--- config.mk ---
export PLATFORM = sky130hd
export DESIGN_NAME = lock_access_controller
export DESIGN_NICKNAME = d
export VERILOG_FILES = /design/src/rtl/lock_access_controller.sv
export SDC_FILE = /design/constraint.sdc
export NUM_CORES = 1
export LEC_CHECK = 0
export BUFFER_PORTS_ARGS = -buffer_cell sky130_fd_sc_hd__buf_2
export CORE_AREA = 2 2 80 82
export CTS_CLUSTER_DIAMETER = 120
export CTS_CLUSTER_SIZE = 25
export DETAILED_ROUTE_END_ITERATION = 7
export DIE_AREA = 0 0 82 84
export PLACE_DENSITY = 0.6
export RECOVER_POWER = 100
export SETUP_SLACK_MARGIN = 0.3
export SLEW_MARGIN = 10
export SYNTH_ARGS = -nofsm -noshare
export SYNTH_HDL_FRONTEND = slang
export SYNTH_SLANG_ARGS = --single-unit
--- constraint.sdc ---
create_clock -name Clk -period 5.74 [get_ports Clk]
set_input_delay 0.574 -clock Clk [delete_from_list [all_inputs] [get_ports Clk]]
set_output_delay 0.574 -clock Clk [all_outputs]
set_load 0.05 [all_outputs]
--- src/rtl/lock_access_controller.sv ---
// Shares one combination lock between two keypad panels with round-robin grant and edge-to-pulse keys.
// Defining LOCK_CTRL_LOCKOUT_EN adds failure counting and a timed lockout after MAX_FAILS bad entries.
module lock_access_controller #(
  parameter int MAX_FAILS      = 3,
  parameter int SESSION_CYCLES = 50,
  parameter int OPEN_CYCLES    = 200,
  parameter int LOCKOUT_CYCLES = 100
) (
  input  logic       Clk,
  input  logic       Reset,
  input  logic       ReqA,
  input  logic       ReqB,
  input  logic       KeyA0,
  input  logic       KeyA1,
  input  logic       KeyB0,
  input  logic       KeyB1,
  input  logic [3:0] PasswordA,
  input  logic [3:0] PasswordB,
  input  logic [1:0] LockState,
  output logic       LockKey0,
  output logic       LockKey1,
  output logic [3:0] LockPassword,
  output logic       LockReset,
  output logic       GrantA,
  output logic       GrantB,
  output logic       Unlocked,
  output logic       LockedOut,
  output logic [3:0] FailCount
);

`ifdef LOCK_CTRL_LOCKOUT_EN
  localparam bit LOCKOUT_EN = 1'b1;
`else
  localparam bit LOCKOUT_EN = 1'b0;
`endif

  localparam logic [15:0] SESSION_LIM = 16'(SESSION_CYCLES);
  localparam logic [15:0] OPEN_LIM    = 16'(OPEN_CYCLES);
  localparam logic [15:0] LOCK_LIM    = 16'(LOCKOUT_CYCLES);
  localparam logic [3:0]  FAIL_LIM    = 4'(MAX_FAILS);

  typedef enum logic [2:0] {
    IDLE,
    SESSION,
    OPEN,
    ABORT,
    LOCKOUT
  } state_t;

  state_t      state;
  logic        last_a;
  logic [15:0] timer;
  logic [15:0] timer_inc;
  logic        eval_pend;
  logic [3:0]  fail_next;
  logic        prev_a0, prev_a1, prev_b0, prev_b1;
  logic        rise0, rise1, req_g;
  logic [3:0]  pw_g;
  logic        eval_open, eval_fail;

  assign timer_inc = timer + 16'd1;
  assign fail_next = FailCount + 4'd1;
  assign eval_open = eval_pend && (LockState == 2'b11);
  assign eval_fail = LOCKOUT_EN && eval_pend && (LockState == 2'b00);

  // Only the granted panel's buttons, request and digits are visible to the FSM.
  always_comb begin
    rise0 = 1'b0;
    rise1 = 1'b0;
    req_g = 1'b0;
    pw_g  = 4'd0;
    if (GrantB) begin
      rise0 = KeyB0 & ~prev_b0;
      rise1 = KeyB1 & ~prev_b1;
      req_g = ReqB;
      pw_g  = PasswordB;
    end else begin
      rise0 = KeyA0 & ~prev_a0;
      rise1 = KeyA1 & ~prev_a1;
      req_g = ReqA;
      pw_g  = PasswordA;
    end
  end

  always_ff @(posedge Clk or negedge Reset) begin
    if (!Reset) begin
      state        <= IDLE;
      last_a       <= 1'b0;
      timer        <= 16'd0;
      eval_pend    <= 1'b0;
      prev_a0      <= 1'b0;
      prev_a1      <= 1'b0;
      prev_b0      <= 1'b0;
      prev_b1      <= 1'b0;
      LockKey0     <= 1'b0;
      LockKey1     <= 1'b0;
      LockPassword <= 4'd0;
      LockReset    <= 1'b1;
      GrantA       <= 1'b0;
      GrantB       <= 1'b0;
      Unlocked     <= 1'b0;
      LockedOut    <= 1'b0;
      FailCount    <= 4'd0;
    end else begin
      prev_a0   <= KeyA0;
      prev_a1   <= KeyA1;
      prev_b0   <= KeyB0;
      prev_b1   <= KeyB1;
      LockKey0  <= 1'b0;
      LockKey1  <= 1'b0;
      // The lock reacts to a pulse on the following edge, so its state is judged one cycle later.
      eval_pend <= LockKey0 | LockKey1;

      case (state)
        IDLE: begin
          LockReset <= 1'b0;
          timer     <= 16'd0;
          if (ReqA && (!ReqB || !last_a)) begin
            state  <= SESSION;
            GrantA <= 1'b1;
            last_a <= 1'b1;
          end else if (ReqB) begin
            state  <= SESSION;
            GrantB <= 1'b1;
            last_a <= 1'b0;
          end
        end

        SESSION: begin
          if (!req_g || timer_inc == SESSION_LIM) begin
            state     <= ABORT;
            LockReset <= 1'b1;
            GrantA    <= 1'b0;
            GrantB    <= 1'b0;
            timer     <= 16'd0;
          end else if (eval_open) begin
            state     <= OPEN;
            Unlocked  <= 1'b1;
            FailCount <= 4'd0;
            timer     <= 16'd0;
          end else if (eval_fail && fail_next == FAIL_LIM) begin
            state     <= LOCKOUT;
            LockedOut <= 1'b1;
            LockReset <= 1'b1;
            GrantA    <= 1'b0;
            GrantB    <= 1'b0;
            FailCount <= fail_next;
            timer     <= 16'd0;
          end else begin
            if (eval_fail) begin
              FailCount <= fail_next;
            end
            // Both buttons rising together is ambiguous and is dropped without counting.
            if (rise0 ^ rise1) begin
              LockKey0     <= rise0;
              LockKey1     <= rise1;
              LockPassword <= pw_g;
              timer        <= 16'd0;
            end else begin
              timer <= timer_inc;
            end
          end
        end

        OPEN: begin
          if (!req_g || timer_inc == OPEN_LIM) begin
            state     <= ABORT;
            Unlocked  <= 1'b0;
            LockReset <= 1'b1;
            GrantA    <= 1'b0;
            GrantB    <= 1'b0;
            timer     <= 16'd0;
          end else begin
            timer <= timer_inc;
          end
        end

        ABORT: begin
          state     <= IDLE;
          LockReset <= 1'b0;
          timer     <= 16'd0;
        end

        LOCKOUT: begin
          if (timer_inc == LOCK_LIM) begin
            state     <= IDLE;
            LockedOut <= 1'b0;
            LockReset <= 1'b0;
            FailCount <= 4'd0;
            timer     <= 16'd0;
          end else begin
            timer <= timer_inc;
          end
        end

        default: begin
          state     <= IDLE;
          LockReset <= 1'b1;
          GrantA    <= 1'b0;
          GrantB    <= 1'b0;
          Unlocked  <= 1'b0;
          LockedOut <= 1'b0;
          timer     <= 16'd0;
        end
      endcase
    end
  end

endmodule
* Yosys cells after proc, flatten, opt, wreduce, memory -nomap -nowiden
Cells that the tools add are included.
** Storage, ports and cells
- Bits in registers :: 40
- Output and inout bits :: 15
- Logic and storage cells :: 121
** Cells by class
- Add/sub/neg operators :: 1
- Equal/unequal tests :: 18
- Mux-type cells :: 46
- Bitwise gates (word level) :: 15
- Reductions and logical operators :: 24
** Operators by type and width (count)
- 16-bit 2-to-1 mux :: 5
- 16-bit one-hot mux with 3 select lines :: 1
- 1-bit 2-to-1 mux :: 23
- 4-bit AND reduction :: 5
- 3-bit 2-to-1 mux :: 6
- 16-bit by 1-bit adder with 16-bit output (second input constant) :: 1
- 16-bit by 6-bit == test with 1-bit output (second input constant) :: 1
- 16-bit by 7-bit == test with 1-bit output (second input constant) :: 1
- 16-bit by 8-bit == test with 1-bit output (second input constant) :: 1
- 4-bit 2-to-1 mux :: 4
- 2-bit != test (second input constant) :: 8
- 1-bit one-hot mux with 4 select lines :: 3
- 3-bit one-hot mux with 4 select lines :: 1
- 1-bit NOT :: 9
- 4-bit one-hot mux with 2 select lines :: 1
- 3-bit by 2-bit == test with 1-bit output (second input constant) :: 2
- 3-bit != test (second input constant) :: 2
- 5-bit AND reduction :: 1
- 1-bit AND :: 4
- 2-bit AND reduction :: 2
- 2-bit nonzero test :: 2
- 2-bit OR reduction :: 2
- 4-bit OR reduction :: 1
- 3-bit by 1-bit == test with 1-bit output (second input constant) :: 1
- 12 further kinds :: 17

* Longest topological paths before layout
- Depth in word-level cells :: 8
- Depth in mapped cells :: 9
- Depth with buffers taken out :: 8

* Least setup slack after synthesis
Ideal clock, no wire load.
- Path type :: reg-to-reg
- From :: register timer[0]
- To :: register state[0]
- Library setup time :: 128 ps
- Data arrival time :: 2495 ps
- Required time :: 5612 ps
- Path slack :: 3118 ps
- Cell stages (with the launch flop) :: 9
- Path buffers :: 0
- Cells stage by stage :: dfrtp_1 > ha_1 > nand3_2 > nor4_2 > a2bb2oi_1 > a2111oi_2 > a21oi_2 > a211oi_2 > mux2_1
** On the way
- Cells in the longest elaborated chain, start to end :: 5
** Ends and longest elaborated chain
- start: declaration :: RTL line 52 : logic [15:0] timer;
- start signal: assignment :: RTL line 160 : timer <= timer_inc;
- start signal: assignment :: RTL line 174 : timer <= timer_inc;
- start signal: assignment :: RTL line 192 : timer <= timer_inc;
- 16-bit by 1-bit adder with 16-bit output * :: RTL line 61 : assign timer_inc = timer + 16'd1;
- 16-bit by 6-bit == test with 1-bit output or 16-bit by 8-bit == test with 1-bit output (tied branches) :: RTL line 130, 166
- 1-bit logical OR, on equally long branches :: RTL line 130, 166
- 3-bit != test (no line) (tied with other cells)
- 4-bit AND reduction (no line) or 3-bit one-hot mux with 4 select lines (tied branches)
- end signal: assignment :: RTL line 131 : state <= ABORT;
- end signal: assignment :: RTL line 137 : state <= OPEN;
- end signal: assignment :: RTL line 142 : state <= LOCKOUT;
- end: declaration :: RTL line 50 : state_t state;
Mark *: on every way between the ends. The rest lies on a longest branch, timed or not.
A chain may end at the register's enable or synchronous reset.

* Final worst setup path
Same ends and word-level chain as after synthesis.

==> reports/qor.csv <==
metric,value,unit
status,"finished, violations left",
violations,"max-capacitance violations, max-slew violations",
drt-pass1-iter-count,4,
fin_nets,250,
synth_edf_count,0,
placed_cell_area,2210,sq um
postCtsSetupBuffers,0,
root_buffer,clkbuf_8,
route.vias.total,1461,
startpoint_type,flop,
final_area,2270,sq um
leakage,0.967,nW
crit_type,reg2reg,
r2r-start,timer[0]$_DFF_PN0_,
endpoint_kind,flop,
ys_seq_elements,34,
worstPathArrival,3.43,ns
yosysWarnings,0,
synth_area_leader_cell,dfrtp_1,
p_switching,0.368,mW
htreeDepth,2,
grt_pass1_wl,6440,microns
post_drt_wl_per_cell,12.5,microns
cts_resized,0,
tns,0,ns
finalNonFillerCells,302,
grt_usage,12.2,%
grt_max_degree,35,
ys.flop_type,dfrtp_1,
hold_buffers,0,
routed_wl,3780,microns
die_h,84,microns
fin_crit,3.26,ns
rrSetupSlack,2.48,ns
tritoncts,yes,
detail-route-antenna-nets,0,
drc,0,
diodes,0,
dp_cells,294,
slew_headroom,-16.6,%
io_buffers,27,
max_freq,307,MHz
fin_util,37.2,%
crit_fanout,7,
cts_made_buffers,5,
dieWidth,82,microns
post-route-period-util,56.7,%
cp_data_required_time,5.91,ns
p_clk_share,25.4,%
post_synth_num_cell_types,51,
rows,29,
hpwl,2780,microns
top_level_ports,33,
yosysSeqAreaShare,42.0,%
via_per_inst,4.84,
cp-startpoint,timer[0]$_DFF_PN0_,
asyncSetResetFlopFracSynth,100,%
clk_pin_slew,0.07,ns
start_util,33.3,%
syn2layout_area_growth,11.8,%
rsz0062_at_grt,no,
finalHoldViolCount,0,
gp_congestion,0.778,
comb_power_share,37.7,%
clk-insertion-delay-late,0.29,ns
grt_pass1_vias,1418,
finalSetupViolCount,0,
cts_num_sinks,34,
drt_iter0_drc,61,
hp-start,KeyA0,
nFillCells,623,
whs_endpoint,prev_a0$_DFF_PN0_,
postSynthCellCount,196,
antenna_found_initial,0,
min_path_type,in2reg,
synth_area_leaders,"dfrtp_1, ha_1, nor2_1",
die-area,6890,sq um
r2r_end,state[0]$_DFFE_PN0P_,
final_max_slew_viol_count,35,
cts_buffer_depth,2,
pwr-share-seq,36.9,%
max_cap_viol_count,1,
tightest_slew,1.75,ns
avgSynthCellArea,10.3,sq um
ir_worst_vdd,0.186,mV
intPower,0.518,mW
switching_share,41.5,%
finalClockSkew,0.00311,ns
coreArea,6100,sq um
overflow,0,
p_per_area,391,nW/um^2
drive_gt1_share,18.2,%
r2r_cells,8,
yosysTopAreaCellShare,40.7,%
hold_path_depth,1,
synthesis.area,2030,sq um
per-stage QoR:
step	hold WS (ns)	setup slack, ns	power (mW)
2_1_floorplan	0.278	3.12	0.603
3_3_place_gp	0.445	2.97	0.674
3_5_place_dp	0.448	2.87	0.681
4_1_cts	0.367	2.85	0.909
5_1_grt	0.386	2.09	0.944
6_report	0.396	2.48	0.886
worst max-delay path by stage:
stage | end | slack, ns | cells past startpoint
2_1_floorplan | state[0]$_DFFE_PN0P_ | 3.12 | 8
3_3_place_gp | LockPassword[3]$_DFFE_PN0P_ | 2.97 | 8
3_5_place_dp | state[0]$_DFFE_PN0P_ | 2.87 | 8
4_1_cts | state[0]$_DFFE_PN0P_ | 2.85 | 8
5_1_grt | state[0]$_DFFE_PN0P_ | 2.09 | 8
6_report | state[0]$_DFFE_PN0P_ | 2.48 | 8
power by group through the flow:
stage	sequential, mW	combinational [mW]	clock, mW
3_3_place_gp	0.329	0.345	0
2_1_floorplan	0.403	0.200	0
6_report	0.327	0.334	0.225
5_1_grt	0.335	0.370	0.239
4_1_cts	0.327	0.349	0.233
3_5_place_dp	0.331	0.350	0
state kept, by name (all words and copies together), names as in the netlist:
name,count
LockPassword,4
Unlocked,1
last_a,1
state,2
LockKey0,1
LockReset,1
prev_b0,1
prev_a1,1
prev_a0,1
GrantB,1
LockKey1,1
GrantA,1
eval_pend,1
prev_b1,1
timer,16
cell usage in the layout (no fill, tap or decap), types with 3 or more instances in the layout:
cell type,instances
mux2i_1,5
o21ai_0,3
buf_2,15
a21oi_1,9
clkbuf_1,12
inv_1,12
a211oi_1,3
xnor2_1,9
nor4_1,4
nand4_1,4
a2bb2oi_1,3
nor2_1,26
nand3_1,7
nand2_1,9
ha_1,8
nor2b_1,3
dfrtp_1,33
and2_1,3
xor2_1,6
conb_1,5
clkbuf_8,5
worst max-delay path, cell delays in order (launching register included):
cell and delay [ns]:
dfrtp_1 0.47, ha_1 0.31, nand3_1 0.22, nor4_1 0.49, a2bb2oi_1 0.17, a221oi_1 0.45
a21oi_1 0.26, a211oi_1 0.40, mux2_1 0.37
layout make-up:
| cell class | instances | area, sq um | share of cell area (%) |
|---|---|---|---|
| Clock buffer | 5 | 68.8 | 3.03 |
| Clock inverter | 3 | 45.0 | 1.99 |
| Inverter | 12 | 45.0 | 1.99 |
| Multi-Input combinational cell | 144 | 1040 | 45.9 |
| Sequential cell | 34 | 852 | 37.6 |
| Tap cell | 77 | 96.3 | 4.25 |
| Timing Repair Buffer | 27 | 120 | 5.30 |
Yosys cell counts (2+ instances only):
cell type and count:
o32a_1 2, nand2_1 9, and2_1 4, xor2_1 6, mux2_2 2, buf_2 3
a2bb2oi_1 3, a2111oi_0 2, a21oi_1 8, and3_1 2, nand3_2 2, nand3_1 6
nor4_4 2, nor2_1 26, nor2b_1 3, nor4_1 3, or2_2 2, inv_1 12
nand4_1 4, buf_4 6, a211oi_1 2, and3_2 2, ha_1 8, xnor2_1 9
mux2i_1 5, dfrtp_1 33, a21oi_2 3, o21ai_0 3, mux2_1 2
cell families (layout without fill, tap and decap cells):
| family | after synthesis | after routing | synth area share [%] |
|---|---|---|---|
| simple gates | 76 | 76 | 23.3 |
| buf+inv | 22 | 47 | 5.37 |
| flops | 34 | 34 | 42.0 |
| compound gates | 31 | 31 | 13.0 |
| other cells | 1 | 5 | 0.185 |
| xor+xnor | 15 | 15 | 6.48 |
| fa+ha+maj | 8 | 8 | 4.94 |
| mux | 9 | 9 | 4.69 |
layer usage:
metal | vias up | GRT usage [%] | part of all wire, %
met5 | - | 0 | 0
met4 | 0 | 5.00 | 1.9
met3 | 5 | 3.57 | 3.1
met2 | 23 | 18.9 | 48
met1 | 690 | 15.6 | 47
li1 | 743 | - | -
(Power assumes the default switching activity.)
